**src/rtl/axis_frame_gen.sv**
```systemverilog
// axis_frame_gen: AXI-Stream frame generator with a byte-counter payload.
//
// Produces num_frames frames of frame_len bytes (0 counts as 1). Consecutive
// frames are separated by gap_len idle cycles. Byte k of a frame carries
// (seq + k) mod 256, and seq continues across frames and runs, so the
// downstream byte stream is one unbroken counter from reset onwards.
//
// Ports:
//   clk, rst_n          clock, synchronous active-low reset
//   enable              level-sensitive run request
//   frame_len           bytes per frame, sampled at every frame start
//   gap_len             idle cycles after each frame, sampled at frame start
//   num_frames          frames per run (0 = unlimited), sampled at frame start
//   m_axis_*            AXI-Stream master (tdata/tkeep/tvalid/tready/tlast)
//   busy                high while sending or waiting out a gap
//   done                run finished; held until enable falls
//   frame_count         frames completed in the current run
//   fsm_state           current FSM state, for debug/observation
//
// Handshake: a beat transfers on a rising edge where tvalid and tready are
// both 1. Once tvalid is raised, tdata/tkeep/tlast stay stable and tvalid
// stays high until that transfer; tvalid never drops inside a frame. tready
// is ignored while tvalid is 0.
module axis_frame_gen #(
    parameter int DATA_WIDTH = 32,
    parameter int KEEP_WIDTH = DATA_WIDTH / 8,
    parameter int LEN_WIDTH  = 16,
    parameter int GAP_WIDTH  = 8,
    parameter int CNT_WIDTH  = 16
) (
    input  logic                  clk,
    input  logic                  rst_n,
    input  logic                  enable,
    input  logic [LEN_WIDTH-1:0]  frame_len,
    input  logic [GAP_WIDTH-1:0]  gap_len,
    input  logic [CNT_WIDTH-1:0]  num_frames,
    output logic [DATA_WIDTH-1:0] m_axis_tdata,
    output logic [KEEP_WIDTH-1:0] m_axis_tkeep,
    output logic                  m_axis_tvalid,
    input  logic                  m_axis_tready,
    output logic                  m_axis_tlast,
    output logic                  busy,
    output logic                  done,
    output logic [CNT_WIDTH-1:0]  frame_count,
    output logic [1:0]            fsm_state
);

    typedef enum logic [1:0] {
        IDLE = 2'd0,
        SEND = 2'd1,
        GAP  = 2'd2,
        DONE = 2'd3
    } state_t;

    localparam logic [7:0]           KEEP_BYTES = 8'(KEEP_WIDTH);
    localparam logic [LEN_WIDTH-1:0] KEEP_LEN   = LEN_WIDTH'(KEEP_WIDTH);

    state_t                state_q, state_d;
    // seq_q: value of lane 0 of the current beat while sending; otherwise the
    // first byte of the next frame.
    logic [7:0]            seq_q, seq_d;
    // rem_q: bytes still to send, counting the beat currently presented.
    logic [LEN_WIDTH-1:0]  rem_q, rem_d;
    logic [GAP_WIDTH-1:0]  gap_q, gap_d;
    logic [GAP_WIDTH-1:0]  gap_cnt_q, gap_cnt_d;
    logic [CNT_WIDTH-1:0]  num_q, num_d;
    logic [CNT_WIDTH-1:0]  count_q, count_d;
    logic [DATA_WIDTH-1:0] tdata_q, tdata_d;
    logic [KEEP_WIDTH-1:0] tkeep_q, tkeep_d;
    logic                  tvalid_q, tvalid_d;
    logic                  tlast_q, tlast_d;
    logic                  start_frame;
    logic [LEN_WIDTH-1:0]  len_eff;
    logic [CNT_WIDTH-1:0]  count_inc;

    // Beat starting at byte value 'first' with 'rem' bytes left; lanes past
    // the end of the frame carry 0.
    function automatic logic [DATA_WIDTH-1:0] beat_data(input logic [7:0] first,
                                                        input logic [LEN_WIDTH-1:0] rem);
        logic [DATA_WIDTH-1:0] d;
        d = '0;
        for (int i = 0; i < KEEP_WIDTH; i++) begin
            if (LEN_WIDTH'(i) < rem) d[8*i +: 8] = first + 8'(i);
        end
        return d;
    endfunction

    function automatic logic [KEEP_WIDTH-1:0] beat_keep(input logic [LEN_WIDTH-1:0] rem);
        logic [KEEP_WIDTH-1:0] k;
        k = '0;
        for (int i = 0; i < KEEP_WIDTH; i++) begin
            if (LEN_WIDTH'(i) < rem) k[i] = 1'b1;
        end
        return k;
    endfunction

    always_ff @(posedge clk) begin
        if (!rst_n) begin
            state_q   <= IDLE;
            seq_q     <= '0;
            rem_q     <= '0;
            gap_q     <= '0;
            gap_cnt_q <= '0;
            num_q     <= '0;
            count_q   <= '0;
            tdata_q   <= '0;
            tkeep_q   <= '0;
            tvalid_q  <= 1'b0;
            tlast_q   <= 1'b0;
        end else begin
            state_q   <= state_d;
            seq_q     <= seq_d;
            rem_q     <= rem_d;
            gap_q     <= gap_d;
            gap_cnt_q <= gap_cnt_d;
            num_q     <= num_d;
            count_q   <= count_d;
            tdata_q   <= tdata_d;
            tkeep_q   <= tkeep_d;
            tvalid_q  <= tvalid_d;
            tlast_q   <= tlast_d;
        end
    end

    always_comb begin
        state_d     = state_q;
        seq_d       = seq_q;
        rem_d       = rem_q;
        gap_d       = gap_q;
        gap_cnt_d   = gap_cnt_q;
        num_d       = num_q;
        count_d     = count_q;
        tdata_d     = tdata_q;
        tkeep_d     = tkeep_q;
        tvalid_d    = tvalid_q;
        tlast_d     = tlast_q;
        start_frame = 1'b0;
        len_eff     = (frame_len == '0) ? LEN_WIDTH'(1) : frame_len;
        count_inc   = count_q + CNT_WIDTH'(1);

        case (state_q)
            IDLE: begin
                if (enable) begin
                    count_d     = '0;
                    start_frame = 1'b1;
                    state_d     = SEND;
                end
            end
            SEND: begin
                if (tvalid_q && m_axis_tready) begin
                    if (!tlast_q) begin
                        seq_d   = seq_q + KEEP_BYTES;
                        rem_d   = rem_q - KEEP_LEN;
                        tdata_d = beat_data(seq_d, rem_d);
                        tkeep_d = beat_keep(rem_d);
                        tlast_d = (rem_d <= KEEP_LEN);
                    end else begin
                        // Final beat accepted: advance the byte stream past
                        // the bytes of this beat and decide what follows.
                        count_d  = count_inc;
                        seq_d    = seq_q + 8'(rem_q);
                        tvalid_d = 1'b0;
                        tdata_d  = '0;
                        tkeep_d  = '0;
                        tlast_d  = 1'b0;
                        if (num_q != '0 && count_inc == num_q) begin
                            state_d = DONE;
                        end else if (!enable) begin
                            state_d = IDLE;
                        end else if (gap_q == '0) begin
                            start_frame = 1'b1;
                        end else begin
                            state_d   = GAP;
                            gap_cnt_d = gap_q - GAP_WIDTH'(1);
                        end
                    end
                end
            end
            GAP: begin
                if (gap_cnt_q == '0) begin
                    if (enable) begin
                        start_frame = 1'b1;
                        state_d     = SEND;
                    end else begin
                        state_d = IDLE;
                    end
                end else begin
                    gap_cnt_d = gap_cnt_q - GAP_WIDTH'(1);
                end
            end
            DONE: begin
                if (!enable) state_d = IDLE;
            end
            default: state_d = IDLE;
        endcase

        // Frame start: sample the run parameters and present beat 0.
        if (start_frame) begin
            rem_d    = len_eff;
            gap_d    = gap_len;
            num_d    = num_frames;
            tdata_d  = beat_data(seq_d, len_eff);
            tkeep_d  = beat_keep(len_eff);
            tlast_d  = (len_eff <= KEEP_LEN);
            tvalid_d = 1'b1;
        end
    end

    assign m_axis_tdata  = tdata_q;
    assign m_axis_tkeep  = tkeep_q;
    assign m_axis_tvalid = tvalid_q;
    assign m_axis_tlast  = tlast_q;
    assign busy          = (state_q == SEND) || (state_q == GAP);
    assign done          = (state_q == DONE);
    assign frame_count   = count_q;
    assign fsm_state     = state_q;

endmodule
```
**config.mk**
```make
export PLATFORM = sky130hd
export DESIGN_NAME = axis_frame_gen
export DESIGN_NICKNAME = d
export VERILOG_FILES = /design/src/rtl/axis_frame_gen.sv
export SDC_FILE = /design/constraint.sdc
export NUM_CORES = 1
export LEC_CHECK = 0
export BUFFER_PORTS_ARGS = -buffer_cell sky130_fd_sc_hd__buf_2
export CORE_ASPECT_RATIO = 0.8
export CORE_UTILIZATION = 25
export CTS_CLUSTER_DIAMETER = 30
export DETAILED_ROUTE_END_ITERATION = 16
export PLACE_DENSITY = 0.48
export SLEW_MARGIN = 20
export SYNTH_ARGS = -nofsm -noshare
export SYNTH_HDL_FRONTEND = slang
export SYNTH_SLANG_ARGS = --single-unit
export TNS_END_PERCENT = 20
```
**constraint.sdc**
```tcl
create_clock -name clk -period 8.65 [get_ports clk]
set_input_delay 1.73 -clock clk [delete_from_list [all_inputs] [get_ports clk]]
set_output_delay 1.73 -clock clk [all_outputs]
set_load 0.01 [all_outputs]
```
==> results of run 1 <==
sequential cells by signal (all words and copies together) (netlist names):
name / flops
seq_q: 8
m_axis_tkeep: 4
m_axis_tlast: 1
rem_q: 16
gap_q: 8
fsm_state: 2
m_axis_tvalid: 1
m_axis_tdata: 32
frame_count: 16
num_q: 16
gap_cnt_q: 8
power by group through the flow:
stage	logic (mW)	clock network (mW)	registers (mW)
after global placement	0.381	0	0.639
after global routing	0.431	0.477	0.634
after CTS	0.386	0.460	0.626
after floorplan	0.276	0	0.624
after detailed placement	0.383	0	0.638
final	0.384	0.442	0.626
metrics by stage:
step	utilization (%)	area, sq um	cells
2_1_floorplan	-	7170	943
6_report	29.2	8230	1381
4_1_cts	29.1	8220	1381
3_5_place_dp	28.1	7920	1365
5_1_grt	29.2	8230	1381
3_3_place_gp	28.1	7920	1365
worst paths after layout:
path	endpoint	slack, ns	from
worst min-delay path	gap_cnt_q[7]	0.48	gap_cnt_q[7]
worst max-delay path	m_axis_tkeep[3]	3.99	frame_count[0]
worst min register to register	gap_cnt_q[7]	0.48	gap_cnt_q[7]
worst max register to register	m_axis_tkeep[3]	3.99	frame_count[0]
critical path, cell delays in order, from the launching register on:
cell,delay [ns]
dfxtp_1,0.48
ha_1,0.30
and3_1,0.38
nand2_1,0.12
a2111oi_0,0.40
nand4_1,0.14
or4_1,0.80
a21oi_4,0.91
buf_4,0.60
nor2_1,0.11
a311oi_1,0.27
area by class of cell:
cell class	instances	area share [%]
Multi-Input combinational cell	751	55.6
Sequential cell	112	27.3
Timing Repair Buffer	109	6.87
Tap cell	370	5.63
Clock buffer	10	2.78
Inverter	23	1.05
Clock inverter	6	0.836
metal layers:
layer | vias to the layer above | part of all wire, %
met5 | - | 0
li1 | 3519 | -
met2 | 157 | 43
met3 | 15 | 3.9
met1 | 3343 | 52
met4 | 0 | 0.83
cells by family (layout without fill, tap and decap cells):
| group | after synthesis | count (layout) | synth area share (%) |
|---|---|---|---|
| AO/OA/AOI/OAI | 244 | 244 | 22.2 |
| flip-flops | 112 | 112 | 31.3 |
| adder cells (fa/ha/maj) | 28 | 28 | 4.99 |
| AND/OR/NAND/NOR | 400 | 400 | 26.5 |
| buffers and inverters | 80 | 148 | 5.16 |
| XOR/XNOR | 67 | 67 | 8.18 |
| multiplexers | 12 | 12 | 1.71 |
synthesized netlist by cell type, types with 3 or more instances:
library cell / instances / area, sq um
nand3b_1: 3 / 22.5
or3_1: 8 / 50.1
and2_1: 6 / 37.5
buf_6: 6 / 67.6
nor2b_1: 8 / 50.1
xor2_1: 23 / 201
buf_4: 3 / 22.5
mux2i_1: 10 / 100
a22o_1: 3 / 26.3
or2_2: 6 / 37.5
a211oi_1: 28 / 210
and3_1: 11 / 68.8
or4_1: 3 / 22.5
o21a_1: 6 / 45.0
nand3_1: 35 / 175
buf_2: 11 / 55.1
nor3_1: 50 / 250
nand2b_1: 7 / 43.8
ha_1: 27 / 338
o21ai_0: 39 / 195
xnor2_1: 44 / 385
clkbuf_1: 36 / 135
nor3b_1: 3 / 22.5
a311oi_1: 4 / 35.0
nor4_1: 20 / 125
nor2_1: 89 / 334
dfxtp_1: 112 / 2240
nand4_1: 13 / 81.3
a221oi_1: 10 / 87.6
a21oi_1: 96 / 480
o31a_1: 6 / 52.6
o211ai_1: 8 / 60.1
a2111oi_0: 3 / 26.3
inv_1: 22 / 82.6
nand2_1: 127 / 477
a21o_1: 8 / 60.1
==> qor.yml, run 1 <==
power_switching_mw: 0.511
critPathRequiredTime_ns: 8.92
clkLatencyLatePin_ns: 0.37
share_comb_of_total_power_pct: 26.5
antenna_left: 0
grt_pass1_wl_um: 37600
grt.overflow.total: 0
cts_setup_buffers: 0
setup_viol: 0
die_width_um: 191
final_common_cell: "nand2_1"
swShare_pct: 35.1
syn_to_final_growth_pct: 14.7
io_buffer_count: 101
p_seq_share_pct: 43.1
n_antenna_cell: 0
ios: 102
power_mw: 1.45
p_int_mw: 0.942
hold_ws_ns: 0.484
final_cell_mix: "nand2_1 (127), dfxtp_1 (112), buf_2 (101), a21oi_1 (96), nor2_1 (89)"
grt.total_usage_pct: 16.2
globalRoute.busiestLayer: "met1"
synth_ff_type: "dfxtp_1"
dieArea_sq_um: 29400
skew_ns: 0.0116
initial_core_util_pct: 25.4
met2_usage_pct: 23.3
hold_buffers: 0
die_h_um: 154
syn_area_sq_um: 7170
cp-end-kind: "flop"
rsz0062_at_grt: "no"
fill_cells: 3104
globalRouteMet1Util_pct: 24.5
crit_path_max_fanout: 50
drcViolationCount: 0
dr.pass1.iters: 5
tightest_slew_ns: 1.04
met3_usage_pct: 3.22
clkPwrFrac_pct: 30.4
row_count: 55
synth-edff-count: 0
grt_pass1_vias: 6517
cts_resized: 0
ys_warn_count: 0
cts_tree: "done"
syn_area_per_cell_sq_um: 7.61
cts-root-buf: "clkbuf_16"
wl_per_cell_um: 17.2
hp-class: "reg2reg"
fmaxAchievable_ghz: 0.215
p_leak_nw: 3.07
cp.arrival_ns: 4.93
finalWeightedCongestion: 0.865
multi_input_area_sq_um: 4570
fin_nets: 1078
coreArea_sq_um: 28200
wl_um: 23700
worstSetupStartpointType: "flop"
drive_gt1_share_pct: 14.1
maxCapViolCount: 0
vias: 7034
regArea_sq_um: 2240
grt_max_degree: 58
synth-async-reset-ratio_pct: 0
h-tree-depth: 3
critPathKind: "reg2reg"
synthesis.nets: 1015
drt_iter0_markers: 563
power_per_cell_area_nw_per_um2: 177
post-route-period-util_pct: 53.9
vdd_drop_max_v: 0.0000995
finalHoldViolCount: 0
cts_max_path_buffers: 2
post-place-ws_ns: 4.00
synth_cell_types: 72
outcome: "complete, no violations"
synth-seq-cells: 112
syn_inst: 943
hold_depth: 2
maxSlewHeadroom_pct: 30.8
cts_buffers: 9
viasPerCell: 5.09
period_minus_slack_ns: 4.66
antenna_found_initial: 0
setup_tns_ns: 0
setup_slack_ns: 3.99
reg2reg_depth: 10
cts.sinks: 112
dp_hpwl_um: 16900
drv_slew: 0
path_clk_slew_ns: 0.08
ys_seq_area_share_pct: 31.3
No activity file was read; power rests on OpenSTA's default activity.
==> inputs of run 2 (changes only) <==
--- a/config.mk
+++ b/config.mk
@@ -10,7 +10,7 @@
 export CORE_UTILIZATION = 25
 export CTS_CLUSTER_DIAMETER = 30
 export DETAILED_ROUTE_END_ITERATION = 16
-export PLACE_DENSITY = 0.48
+export PLACE_DENSITY = 0.5
 export SLEW_MARGIN = 20
 export SYNTH_ARGS = -nofsm -noshare
 export SYNTH_HDL_FRONTEND = slang
==> constraint.sdc (replaced) <==
create_clock -name clk -period 3.9 [get_ports clk]
set_input_delay 0.78 -clock clk [delete_from_list [all_inputs] [get_ports clk]]
set_output_delay 0.78 -clock clk [all_outputs]
set_load 0.01 [all_outputs]
==> qor.yml, run 2 (same netlist as run 1, synthesis figures left out) <==
outcome: "complete, no violations"
post-place-ws_ns: 0.481
hp-class: "reg2reg"
dp_hpwl_um: 17400
slowest_stage: "nor4_1"
io_buffer_count: 101
crit_chain: "inv_1 > ha_1 > and3_1 > and3_1 > mux2i_1 > and2_1 > nor4_1 > nand2b_1 > and3_1 > o311a_1"
worstSetupStartpointType: "flop"
p_int_mw: 2.06
share_comb_of_total_power_pct: 27.2
wl_um: 23900
cp-end-kind: "flop"
cp.arrival_ns: 3.73
drive_gt1_share_pct: 16.0
antenna_left: 0
wl_per_cell_um: 17.0
period_minus_slack_ns: 3.48
drv_slew: 0
skew_ns: 0.0108
finalWeightedCongestion: 0.878
slowest_delay_ns: 0.75
grt_pass1_wl_um: 38000
post-route-period-util_pct: 89.2
critPathRequiredTime_ns: 4.15
die_width_um: 191
grt.overflow.total: 0
syn_to_final_growth_pct: 17.3
setup_viol: 0
h-tree-depth: 3
hold_depth: 2
path_clk_slew_ns: 0.08
hold_buffers: 0
vdd_drop_max_v: 0.000201
reg2reg_depth: 10
ios: 102
fin_nets: 1101
largest_register_ffs: 32
rr_endpoint: "m_axis_tdata[30]"
power_switching_mw: 1.13
drcViolationCount: 0
cts-root-buf: "clkbuf_16"
critPathKind: "reg2reg"
r2r_start: "fsm_state[1]"
path_common_cell: "and3_1"
stdcell_count: 1406
maxSlewHeadroom_pct: 40.9
grt_max_degree: 70
setup_slack_ns: 0.421
final_common_cell: "nand2_1"
regArea_sq_um: 2240
min_to: "m_axis_tkeep[2]"
hp-start: "m_axis_tkeep[2]"
rsz0062_at_grt: "no"
viasPerCell: 5.12
maxCapViolCount: 0
clkLatencyLatePin_ns: 0.37
cts.sinks: 112
reg2reg_setup_slack_ns: 0.42
power_per_cell_area_nw_per_um2: 379
finalHoldViolCount: 0
fmaxAchievable_ghz: 0.287
setup_tns_ns: 0
p_seq_share_pct: 43.5
vias: 7194
cts_setup_buffers: 0
grt_pass1_vias: 6625
dp_cells: 1388
cts_max_path_buffers: 2
die_h_um: 154
row_count: 55
initial_core_util_pct: 25.4
dr.pass1.iters: 5
coreArea_sq_um: 28200
fill_cells: 3102
tightest_slew_ns: 0.886
grt.total_usage_pct: 16.3
cts_tree: "done"
crit_path_max_fanout: 10
cts_resized: 0
antenna_found_initial: 0
cts_buffers: 9
dieArea_sq_um: 29400
drt_iter0_markers: 468
final_cell_mix: "nand2_1 (127), dfxtp_1 (112), buf_2 (101), a21oi_1 (96), nor2_1 (89)"
clkPwrFrac_pct: 29.3
swShare_pct: 35.3
multi_input_area_sq_um: 4570
p_leak_nw: 3.19
run 2: cell count changes in the layout (fill, tap and decap cells not counted), moves of 2 or more:
cell / change
buf_4: +21
clkinv_4: +2
clkinvlp_4: -2
diode_2: +2
buf_12: +2
run 2: layout make-up:
class	instances	area share, %
Multi-Input combinational cell	751	54.3
Sequential cell	112	26.7
Timing Repair Buffer	132	9.07
Tap cell	370	5.50
Clock buffer	11	2.89
Inverter	23	1.03
Clock inverter	5	0.491
Antenna cell	2	0.0595
run 2: routing by layer:
layer  up-vias  routed length, um  global-route usage (%)
li1       3577                  -                       -
met5         -                  0                       0
met3        15               1190                    2.88
met1      3438              12300                    24.5
met4         0                249                    3.74
met2       164              10100                    23.9
run 2: how the worst max path moves through the flow:
stage | depth (start not counted) | slack [ns] | start | end
finish | 10 | 0.42 | fsm_state[1] | m_axis_tdata[30]
CTS | 10 | 0.46 | frame_count[1] | num_q[12]
detailed placement | 10 | 0.48 | frame_count[1] | num_q[12]
global route | 9 | 0.13 | frame_count[1] | m_axis_tdata[11]
global placement | 9 | 0.52 | m_axis_tready | m_axis_tdata[30]
floorplan | 13 | 0.83 | frame_count[0] | gap_q[1]
run 2: power by group through the flow:
stage / clock [mW] / sequential, mW / combinational [mW]
after floorplan: 0 / 1.38 / 0.611
after global placement: 0 / 1.41 / 0.863
after detailed placement: 0 / 1.41 / 0.869
after CTS: 0.969 / 1.39 / 0.875
after global routing: 1.01 / 1.40 / 0.979
final: 0.934 / 1.39 / 0.868
run 2: worst max-delay path: cells and delay by family (launching register included):
| family | cells | cell delay (ns) |
|---|---|---|
| AND/OR/NAND/NOR | 6 | 2.14 |
| flip-flops | 1 | 0.37 |
| adder cells (fa/ha/maj) | 1 | 0.34 |
| AO/OA/AOI/OAI | 1 | 0.32 |
| multiplexers | 1 | 0.11 |
| buffers and inverters | 1 | 0.10 |
run 2: through the flow:
step / area (sq um) / power, mW / hold WS [ns] / util, %
after global routing: 8410 / 3.40 / 0.508 / 29.8
after floorplan: 7170 / 2.00 / 0.445 / -
after detailed placement: 8120 / 2.28 / 0.476 / 28.8
final: 8410 / 3.19 / 0.493 / 29.8
after global placement: 8120 / 2.28 / 0.471 / 28.8
after CTS: 8410 / 3.23 / 0.494 / 29.8
==> inputs of run 3 (changes only) <==
--- a/config.mk
+++ b/config.mk
@@ -6,11 +6,13 @@
 export NUM_CORES = 1
 export LEC_CHECK = 0
 export BUFFER_PORTS_ARGS = -buffer_cell sky130_fd_sc_hd__buf_2
+export CELL_PAD_IN_SITES_DETAIL_PLACEMENT = 1
+export CELL_PAD_IN_SITES_GLOBAL_PLACEMENT = 1
 export CORE_ASPECT_RATIO = 0.8
 export CORE_UTILIZATION = 25
 export CTS_CLUSTER_DIAMETER = 30
 export DETAILED_ROUTE_END_ITERATION = 16
-export PLACE_DENSITY = 0.5
+export PLACE_DENSITY = 0.61
 export SLEW_MARGIN = 20
 export SYNTH_ARGS = -nofsm -noshare
 export SYNTH_HDL_FRONTEND = slang
==> qor.yml, run 3 (same netlist as run 1, synthesis figures left out) <==
viasPerCell: 5.15
crit_chain: "ha_1 > and3_1 > nand2_1 > a2111oi_0 > nand4_1 > or4_1 > a21o_2 > a211oi_1 > nor3_1"
rsz0062_at_grt: "no"
period_minus_slack_ns: 3.53
worstSetupStartpointType: "flop"
grt_max_degree: 50
finalWeightedCongestion: 0.811
final_cell_mix: "nand2_1 (127), dfxtp_1 (112), buf_2 (101), a21oi_1 (96), nor2_1 (89)"
grt_pass1_wl_um: 41500
wl_um: 26000
power_per_cell_area_nw_per_um2: 383
cts_buffers: 9
fin_nets: 1104
slowest_stage: "or4_1"
initial_core_util_pct: 25.4
hp-class: "reg2reg"
setup_tns_ns: 0
n_antenna_cell: 0
critPathKind: "reg2reg"
cp-end-kind: "flop"
setup_viol: 0
cts_setup_buffers: 0
syn_to_final_growth_pct: 17.7
largest_register_ffs: 32
wl_per_cell_um: 18.5
slowest_delay_ns: 0.59
cts_tree: "done"
grt.overflow.total: 0
cts_resized: 0
drv_slew: 0
outcome: "complete, no violations"
ios: 102
die_h_um: 154
antenna_found_initial: 0
path_clk_slew_ns: 0.08
post-route-period-util_pct: 90.4
h-tree-depth: 3
row_count: 55
grt.total_usage_pct: 18.0
cts_max_path_buffers: 2
die_width_um: 191
finalHoldViolCount: 0
drcViolationCount: 0
cts.sinks: 112
vdd_drop_max_v: 0.000211
dr.pass1.iters: 6
clkLatencyLatePin_ns: 0.37
skew_ns: 0.0100
hold_buffers: 0
drive_gt1_share_pct: 16.3
io_buffer_count: 101
cts-root-buf: "clkbuf_16"
grt_pass1_vias: 7179
cp.arrival_ns: 3.74
dp_hpwl_um: 19200
crit_path_max_fanout: 44
dieArea_sq_um: 29400
maxSlewHeadroom_pct: 43.5
antenna_left: 0
coreArea_sq_um: 28200
critPathRequiredTime_ns: 4.12
finish.utilization_pct: 29.9
maxCapViolCount: 0
fmaxAchievable_ghz: 0.284
final_common_cell: "nand2_1"
vias: 7251
p_leak_nw: 3.21
crit_buf_inv: 0
critPathTopFamily: "simple AND/OR/NAND/NOR gates"
drt_iter0_markers: 427
tightest_slew_ns: 0.847
-- run 3: worst min-delay path, delay by kind of cell (launching register included) --
kind | cells | cell delay, ns
compound gates | 1 | 0.05
flops | 1 | 0.33
simple gates | 1 | 0.06
-- run 3: metrics by stage --
| step | hold WS [ns] | cells | setup slack, ns | total power [mW] | area [sq um] |
|---|---|---|---|---|---|
| 4_1_cts | 0.492 | 1407 | 0.363 | 3.28 | 8440 |
| 3_3_place_gp | 0.473 | 1391 | 0.483 | 2.31 | 8160 |
| 3_5_place_dp | 0.478 | 1391 | 0.371 | 2.33 | 8160 |
| 2_1_floorplan | 0.445 | 943 | 0.835 | 2.00 | 7170 |
| 5_1_grt | 0.513 | 1407 | 0.0661 | 3.44 | 8440 |
| 6_report | 0.487 | 1407 | 0.375 | 3.23 | 8440 |
-- run 3: final timing paths --
path                  start                to  slack [ns]  cells after the start
max          frame_count[0]  m_axis_tdata[27]        0.37                      9
min                num_q[0]          num_q[0]        0.49                      2
max reg2reg  frame_count[0]  m_axis_tdata[27]        0.37                      9
min reg2reg        num_q[0]          num_q[0]        0.49                      2
-- run 3: area by class of cell --
class / count / area, sq um
Tap cell: 370 / 463
Clock buffer: 10 / 239
Clock inverter: 6 / 43.8
Fill cell: 3483 / 19800
Timing Repair Buffer: 135 / 798
Sequential cell: 112 / 2240
Multi-Input combinational cell: 751 / 4570
Inverter: 23 / 86.3
-- run 3: power breakdown --
part | leakage (nW) | internal (mW) | switching [mW]
clock network | 0.144 | 0.456 | 0.478
logic | 2.15 | 0.364 | 0.542
registers | 0.916 | 1.25 | 0.137
-- run 3: layer usage --
layer	share of wire [%]	GRT usage, %
met2	43	26.7
met5	0	0
met3	3.9	3.13
met4	0.75	3.17
met1	53	27.0
